==> src/rtl/gemm_conv_scheduler.sv <==
// gemm_conv_scheduler: job sequencer and result collector for the GEMM convolution datapath.
// Optional watchdog enabled by defining GEMM_SCHED_TIMEOUT_EN.
module gemm_conv_scheduler #(
    parameter int ADDR_WIDTH     = 13,
    parameter int DATA_WIDTH     = 8,
    parameter int OBUF_DEPTH     = 4,
    parameter int TIMEOUT_CYCLES = 1024
) (
    input  logic                    clk,
    input  logic                    rst,
    input  logic                    start,
    input  logic                    abort,
    input  logic [ADDR_WIDTH-1:0]   img_row,
    input  logic [ADDR_WIDTH-1:0]   img_col,
    input  logic [ADDR_WIDTH-1:0]   ker_row,
    input  logic [ADDR_WIDTH-1:0]   ker_col,
    input  logic [ADDR_WIDTH-1:0]   out_base,
    output logic                    conv_en,
    input  logic                    mac_valid_in,
    input  logic [2*DATA_WIDTH-1:0] mac_in,
    output logic                    wr_valid,
    input  logic                    wr_ready,
    output logic [ADDR_WIDTH-1:0]   wr_addr,
    output logic [2*DATA_WIDTH-1:0] wr_data,
    output logic                    busy,
    output logic                    done,
    output logic                    err
);
    localparam int TW = 2*ADDR_WIDTH;
    localparam int DW = 2*DATA_WIDTH;
    localparam int PW = $clog2(OBUF_DEPTH);
    localparam int CW = PW + 1;

    typedef enum logic [2:0] {IDLE, CHECK, RUN, DRAIN, DONE} state_t;

    state_t state_q, state_d;
    logic [ADDR_WIDTH-1:0] img_row_q, img_row_d, img_col_q, img_col_d;
    logic [ADDR_WIDTH-1:0] ker_row_q, ker_row_d, ker_col_q, ker_col_d;
    logic [ADDR_WIDTH-1:0] out_base_q, out_base_d, tx_cnt_q, tx_cnt_d;
    logic [TW-1:0] total_q, total_d, rx_cnt_q, rx_cnt_d, h_span, w_span;
    logic [DW-1:0] mem_q [OBUF_DEPTH];
    logic [PW-1:0] wr_ptr_q, wr_ptr_d, rd_ptr_q, rd_ptr_d;
    logic [CW-1:0] cnt_q, cnt_d;
    logic bad_q, bad_d, ovf_q, ovf_d, abt_q, abt_d;
    logic conv_en_q, conv_en_d, wr_valid_q, wr_valid_d, busy_q, busy_d;
    logic done_q, done_d, err_q, err_d;
    logic [ADDR_WIDTH-1:0] wr_addr_q, wr_addr_d;
    logic [DW-1:0] wr_data_q, wr_data_d;
    logic accept, active, tmo, flush, push, pop, full, push_ok, drop, bad_dims, last_beat;

`ifdef GEMM_SCHED_TIMEOUT_EN
    logic [31:0] wd_cnt_q, wd_cnt_d;
    assign wd_cnt_d = (state_q == RUN && !mac_valid_in) ? wd_cnt_q + 32'd1 : 32'd0;
    assign tmo = (state_q == RUN) && !mac_valid_in && (wd_cnt_q == 32'(TIMEOUT_CYCLES - 1));
    always_ff @(posedge clk) wd_cnt_q <= rst ? 32'd0 : wd_cnt_d;
`else
    logic unused_timeout_cfg;
    assign tmo = 1'b0;
    assign unused_timeout_cfg = ^TIMEOUT_CYCLES;
`endif

    always_comb begin
        accept     = (state_q == IDLE) && start;
        active     = (state_q == CHECK) || (state_q == RUN) || (state_q == DRAIN);
        flush      = (abort && active) || tmo;
        push       = (state_q == RUN) && mac_valid_in;
        pop        = wr_valid_q && wr_ready;
        full       = cnt_q == CW'(OBUF_DEPTH);
        push_ok    = push && (!full || pop);
        drop       = push && full && !pop;
        img_row_d  = accept ? img_row : img_row_q;
        img_col_d  = accept ? img_col : img_col_q;
        ker_row_d  = accept ? ker_row : ker_row_q;
        ker_col_d  = accept ? ker_col : ker_col_q;
        out_base_d = accept ? out_base : out_base_q;
        bad_dims   = (img_row_q == '0) || (img_col_q == '0) || (ker_row_q == '0) ||
                     (ker_col_q == '0) || (ker_row_q > img_row_q) || (ker_col_q > img_col_q);
        h_span     = TW'(img_row_q) - TW'(ker_row_q) + TW'(1);
        w_span     = TW'(img_col_q) - TW'(ker_col_q) + TW'(1);
        total_d    = (state_q == CHECK) ? h_span * w_span : total_q;
        last_beat  = push && (rx_cnt_q + TW'(1) == total_q);
        rx_cnt_d   = (state_q == DONE) ? '0 : rx_cnt_q + TW'(push);
        tx_cnt_d   = (state_q == DONE) ? '0 : tx_cnt_q + ADDR_WIDTH'(pop);
        cnt_d      = flush ? '0 : cnt_q + CW'(push_ok) - CW'(pop);
        wr_ptr_d   = flush ? '0 : wr_ptr_q + PW'(push_ok);
        rd_ptr_d   = flush ? '0 : rd_ptr_q + PW'(pop);
        state_d    = state_q;
        case (state_q)
            IDLE:    state_d = start ? CHECK : IDLE;
            CHECK:   state_d = bad_dims ? DONE : RUN;
            RUN:     state_d = last_beat ? DRAIN : RUN;
            DRAIN:   state_d = (cnt_d == '0) ? DONE : DRAIN;
            DONE:    state_d = IDLE;
            default: state_d = IDLE;
        endcase
        if (flush) state_d = DONE;
        bad_d      = (state_q == DONE) ? 1'b0 : (state_q == CHECK) ? bad_dims : bad_q;
        ovf_d      = (state_q == DONE) ? 1'b0 : ovf_q || drop;
        abt_d      = (state_q == DONE) ? 1'b0 : abt_q || flush;
        conv_en_d  = state_d == RUN;
        busy_d     = state_d != IDLE;
        done_d     = state_d == DONE;
        err_d      = done_d && (bad_d || ovf_d || abt_d);
        wr_valid_d = cnt_d != '0;
        wr_addr_d  = out_base_d + tx_cnt_d;
        // a pushed beat becomes the head when nothing else remains after this cycle's pop
        wr_data_d  = (cnt_q == CW'(pop)) ? mac_in : mem_q[rd_ptr_d];
    end

    always_ff @(posedge clk)
        if (push_ok) mem_q[wr_ptr_q] <= mac_in;

    always_ff @(posedge clk) begin
        if (rst) begin
            state_q    <= IDLE;
            img_row_q  <= '0;
            img_col_q  <= '0;
            ker_row_q  <= '0;
            ker_col_q  <= '0;
            out_base_q <= '0;
            total_q    <= '0;
            rx_cnt_q   <= '0;
            tx_cnt_q   <= '0;
            wr_ptr_q   <= '0;
            rd_ptr_q   <= '0;
            cnt_q      <= '0;
            bad_q      <= 1'b0;
            ovf_q      <= 1'b0;
            abt_q      <= 1'b0;
            conv_en_q  <= 1'b0;
            wr_valid_q <= 1'b0;
            busy_q     <= 1'b0;
            done_q     <= 1'b0;
            err_q      <= 1'b0;
            wr_addr_q  <= '0;
            wr_data_q  <= '0;
        end else begin
            state_q    <= state_d;
            img_row_q  <= img_row_d;
            img_col_q  <= img_col_d;
            ker_row_q  <= ker_row_d;
            ker_col_q  <= ker_col_d;
            out_base_q <= out_base_d;
            total_q    <= total_d;
            rx_cnt_q   <= rx_cnt_d;
            tx_cnt_q   <= tx_cnt_d;
            wr_ptr_q   <= wr_ptr_d;
            rd_ptr_q   <= rd_ptr_d;
            cnt_q      <= cnt_d;
            bad_q      <= bad_d;
            ovf_q      <= ovf_d;
            abt_q      <= abt_d;
            conv_en_q  <= conv_en_d;
            wr_valid_q <= wr_valid_d;
            busy_q     <= busy_d;
            done_q     <= done_d;
            err_q      <= err_d;
            wr_addr_q  <= wr_addr_d;
            wr_data_q  <= wr_data_d;
        end
    end

    assign conv_en  = conv_en_q;
    assign wr_valid = wr_valid_q;
    assign wr_addr  = wr_addr_q;
    assign wr_data  = wr_data_q;
    assign busy     = busy_q;
    assign done     = done_q;
    assign err      = err_q;
endmodule
==> config.mk <==
export PLATFORM = sky130hd
export DESIGN_NAME = gemm_conv_scheduler
export DESIGN_NICKNAME = d
export VERILOG_FILES = /design/src/rtl/gemm_conv_scheduler.sv
export SDC_FILE = /design/constraint.sdc
export NUM_CORES = 1
export LEC_CHECK = 0
export BUFFER_PORTS_ARGS = -buffer_cell sky130_fd_sc_hd__buf_2
export CAP_MARGIN = 20
export CELL_PAD_IN_SITES_DETAIL_PLACEMENT = 1
export CELL_PAD_IN_SITES_GLOBAL_PLACEMENT = 1
export CORE_UTILIZATION = 25
export CTS_BUF_LIST = sky130_fd_sc_hd__clkbuf_16
export DETAILED_ROUTE_END_ITERATION = 12
export PLACE_DENSITY_LB_ADDON = 0.2
export SLEW_MARGIN = 20
export SYNTH_ARGS = -nofsm -noshare
export SYNTH_HDL_FRONTEND = slang
export SYNTH_SLANG_ARGS = --single-unit
==> constraint.sdc <==
create_clock -name clk -period 18.1 [get_ports clk]
set_clock_uncertainty 0.2 [all_clocks]
set_input_delay 3.62 -clock clk [delete_from_list [all_inputs] [get_ports clk]]
set_output_delay 3.62 -clock clk [all_outputs]
set_load 0.01 [all_outputs]
==> out/qor.yml <==
die:
  die_x_um: 283.2
  ios: 121
  start_util_pct: 25.39
  dieArea_um2: 80190
  core_um2: 77850
  rows: 102
  chipHeight_um: 283.2
worst_setup_path:
  worstPathArrival_ns: 9.42
  crit_cells: 32
  cp_top_family: "adder cells"
  max_stage_delay_ns: 0.67
  r2r_cells: 32
  cp_max_fo: 13
  critPathKind: "reg2reg"
  critical_path_buf_inv_count: 5
  end_kind: "flop"
  crit_required_ns: 18.32
  critPathSlowestCell: "xnor2_2"
  critPathMostFrequentCell: "fa_1"
  cp-start-kind: "flop"
status:
  status: "finished, final reports clean"
sta:
  hold_violations: 0
  setup_viol: 0
  layout_min_cycle_time_ns: 9.203
  fin_setup_tns_ns: 0
  post-route-period-util_pct: 50.85
  setup_slack_ns: 8.897
  slew_violations: 0
  worstMarginPinSlew_ns: 1.003
  fmax_ghz: 0.1087
  max_slew_margin_pct: 32.22
  grt_setup_unrepaired: "false"
synthesis:
  async_reset_ff_share_pct: 0
  ys_types: 78
  synth_area_um2: 19760
  ys_seq_area_share_pct: 27.65
  synth-seq-cells: 241
  yosysTopAreaCellShare_pct: 19.95
  synth-edff-count: 64
  yosysTopAreaCell: "fa_1"
  syn_nets: 2665
  yosys_warnings: 0
  yosysMostFrequentCell: "nand2_1"
  synthesis.instances: 2259
  synth.area.top_cells: "fa_1 20%, dfxtp_1 18%, edfxtp_1 9.7%, ha_1 7.7%, nand2_1 7.3%"
  ys_top_cells_by_count: "385 x nand2_1, 308 x inv_1, 197 x fa_1, 177 x dfxtp_1, 145 x a21oi_1"
  syn_avg_cell_area_um2: 8.749
  synthFlopType: "dfxtp_1"
placed_design:
  io_buffers: 120
  place.gp.congestion: 0.7919
  post-place-ws_ns: 8.862
  dp_hpwl_um: 44480
drt:
  drcViolationCount: 0
  viasPerCell: 4.478
  dr.pass1.iters: 4
  drt-total-wl_um: 57150
  drtAntennaViolNets: 0
  dr.first_iter.drc_count: 455
  wire_per_inst_um: 16.77
  num_vias: 15260
global_routing:
  grt_pass1_wl_um: 93530
  grt_max_degree: 88
  grt_remaining_overflow: 0
  first_global_vias: 17001
  antenna_found_initial: 0
  global_route.usage.total_pct: 14.44
final_layout:
  layout-drive-gt1-share_pct: 10.10
  final_net_count: 2751
  area_delta_synth_final_pct: 14.31
min_path:
  whs_path_depth: 2
  min_path_type: "reg2reg"
cts:
  numClockSinks: 241
  cts_setup_buffers: 0
  path_clk_slew_ns: 0.06
  cts_resized: 0
  htreeDepth: 1
  cts_buffers: 28
  clk_path_buf_depth: 3
  cts_tree: "yes"
  insertion_delay_ns: 0.58
  holdBufCountCts: 0
  clock-root-buffer: "clkbuf_16"
flow_run:
  cap_violations: 0
## layer usage
layer	share of wire (%)	track usage, %
met1	47	19.34
met2	49	25.37
met4	1.6	2.392
met3	2.4	1.401
met5	0	0
## worst reg2reg max path, delay by kind of cell (launching register included)
family | cells | cell delay (ns)
adders and majority gates | 9 | 4.14
AOI/OAI and AO/OA | 9 | 1.97
and+or+nand+nor | 7 | 1.25
xor gates and xnor gates | 2 | 0.88
DFF | 1 | 0.36
buffers and inverters | 5 | 0.26
## layout make-up
class	count	area (um2)
diodes	1	2.502
clock buffers	28	700.7
clock inverters	24	224.0
fillers	9222	55260
inverters	308	1156
multi-input cells	1612	12880
flip-flops and latches	241	5465
well taps	1040	1301
repair buffers	154	858.3
## path summary, 6_finish.rpt
kind | slack [ns] | startpoint | to
max | 8.90 | img_col_q[0]$_SDFFE_PP0P_ | total_q[25]$_SDFFE_PP0P_
min | 0.25 | img_row_q[0]$_SDFFE_PP0P_ | img_row_q[0]$_SDFFE_PP0P_
max reg2reg | 8.90 | img_col_q[0]$_SDFFE_PP0P_ | total_q[25]$_SDFFE_PP0P_
min reg2reg | 0.25 | img_row_q[0]$_SDFFE_PP0P_ | img_row_q[0]$_SDFFE_PP0P_
## per-stage QoR
step	cell area, um2	hold WS [ns]	utilization [%]	instances
2_1_floorplan	19760	0.2241	-	2259
3_3_place_gp	21640	0.2324	27.79	3355
3_5_place_dp	21660	0.2475	27.82	3355
4_1_cts	22580	0.2556	29.01	3407
5_1_grt	22590	0.2782	29.02	3407
6_report	22590	0.2544	29.02	3408
## registers in the layout, indices dropped and copies added, names as in the netlist, 3 cells and up
| name | count |
|---|---|
| out_base_q | 13 |
| ker_col_q | 13 |
| state_q | 3 |
| wr_data | 16 |
| cnt_q | 3 |
| rx_cnt_q | 26 |
| tx_cnt_q | 13 |
| mem_q | 64 |
| ker_row_q | 13 |
| total_q | 26 |
| img_row_q | 13 |
| img_col_q | 13 |
| wr_addr | 13 |
## placed cells by master, fill, tap and decap left out, drive strengths merged, types with 24 or more instances in the layout
| master | count |
|---|---|
| dfxtp | 177 |
| nor3 | 31 |
| a21oi | 146 |
| clkbuf | 28 |
| nor2 | 143 |
| nor2b | 24 |
| xnor2 | 101 |
| ha | 122 |
| fa | 197 |
| and2 | 104 |
| inv | 316 |
| edfxtp | 64 |
| o21ai | 40 |
| a211oi | 28 |
| nand3 | 38 |
| nand2 | 385 |
| buf | 154 |
| xor2 | 57 |
## cells by family (layout without fill, tap and decap cells)
kind of cell    after synthesis  count (layout)  share of synthesized area (%)
flops                       241             241                          27.65
buf+inv                     406             514                          7.768
mux                           3               3                         0.1519
simple gates                823             823                          19.40
xor+xnor                    161             161                          7.477
other cells                   0               1                              0
fa+ha+maj                   320             320                          27.73
compound gates              305             305                          9.826
Power is left out: the tool's default activity adds up to more than one toggle a clock period on the data nets, which glitch-free logic cannot reach.
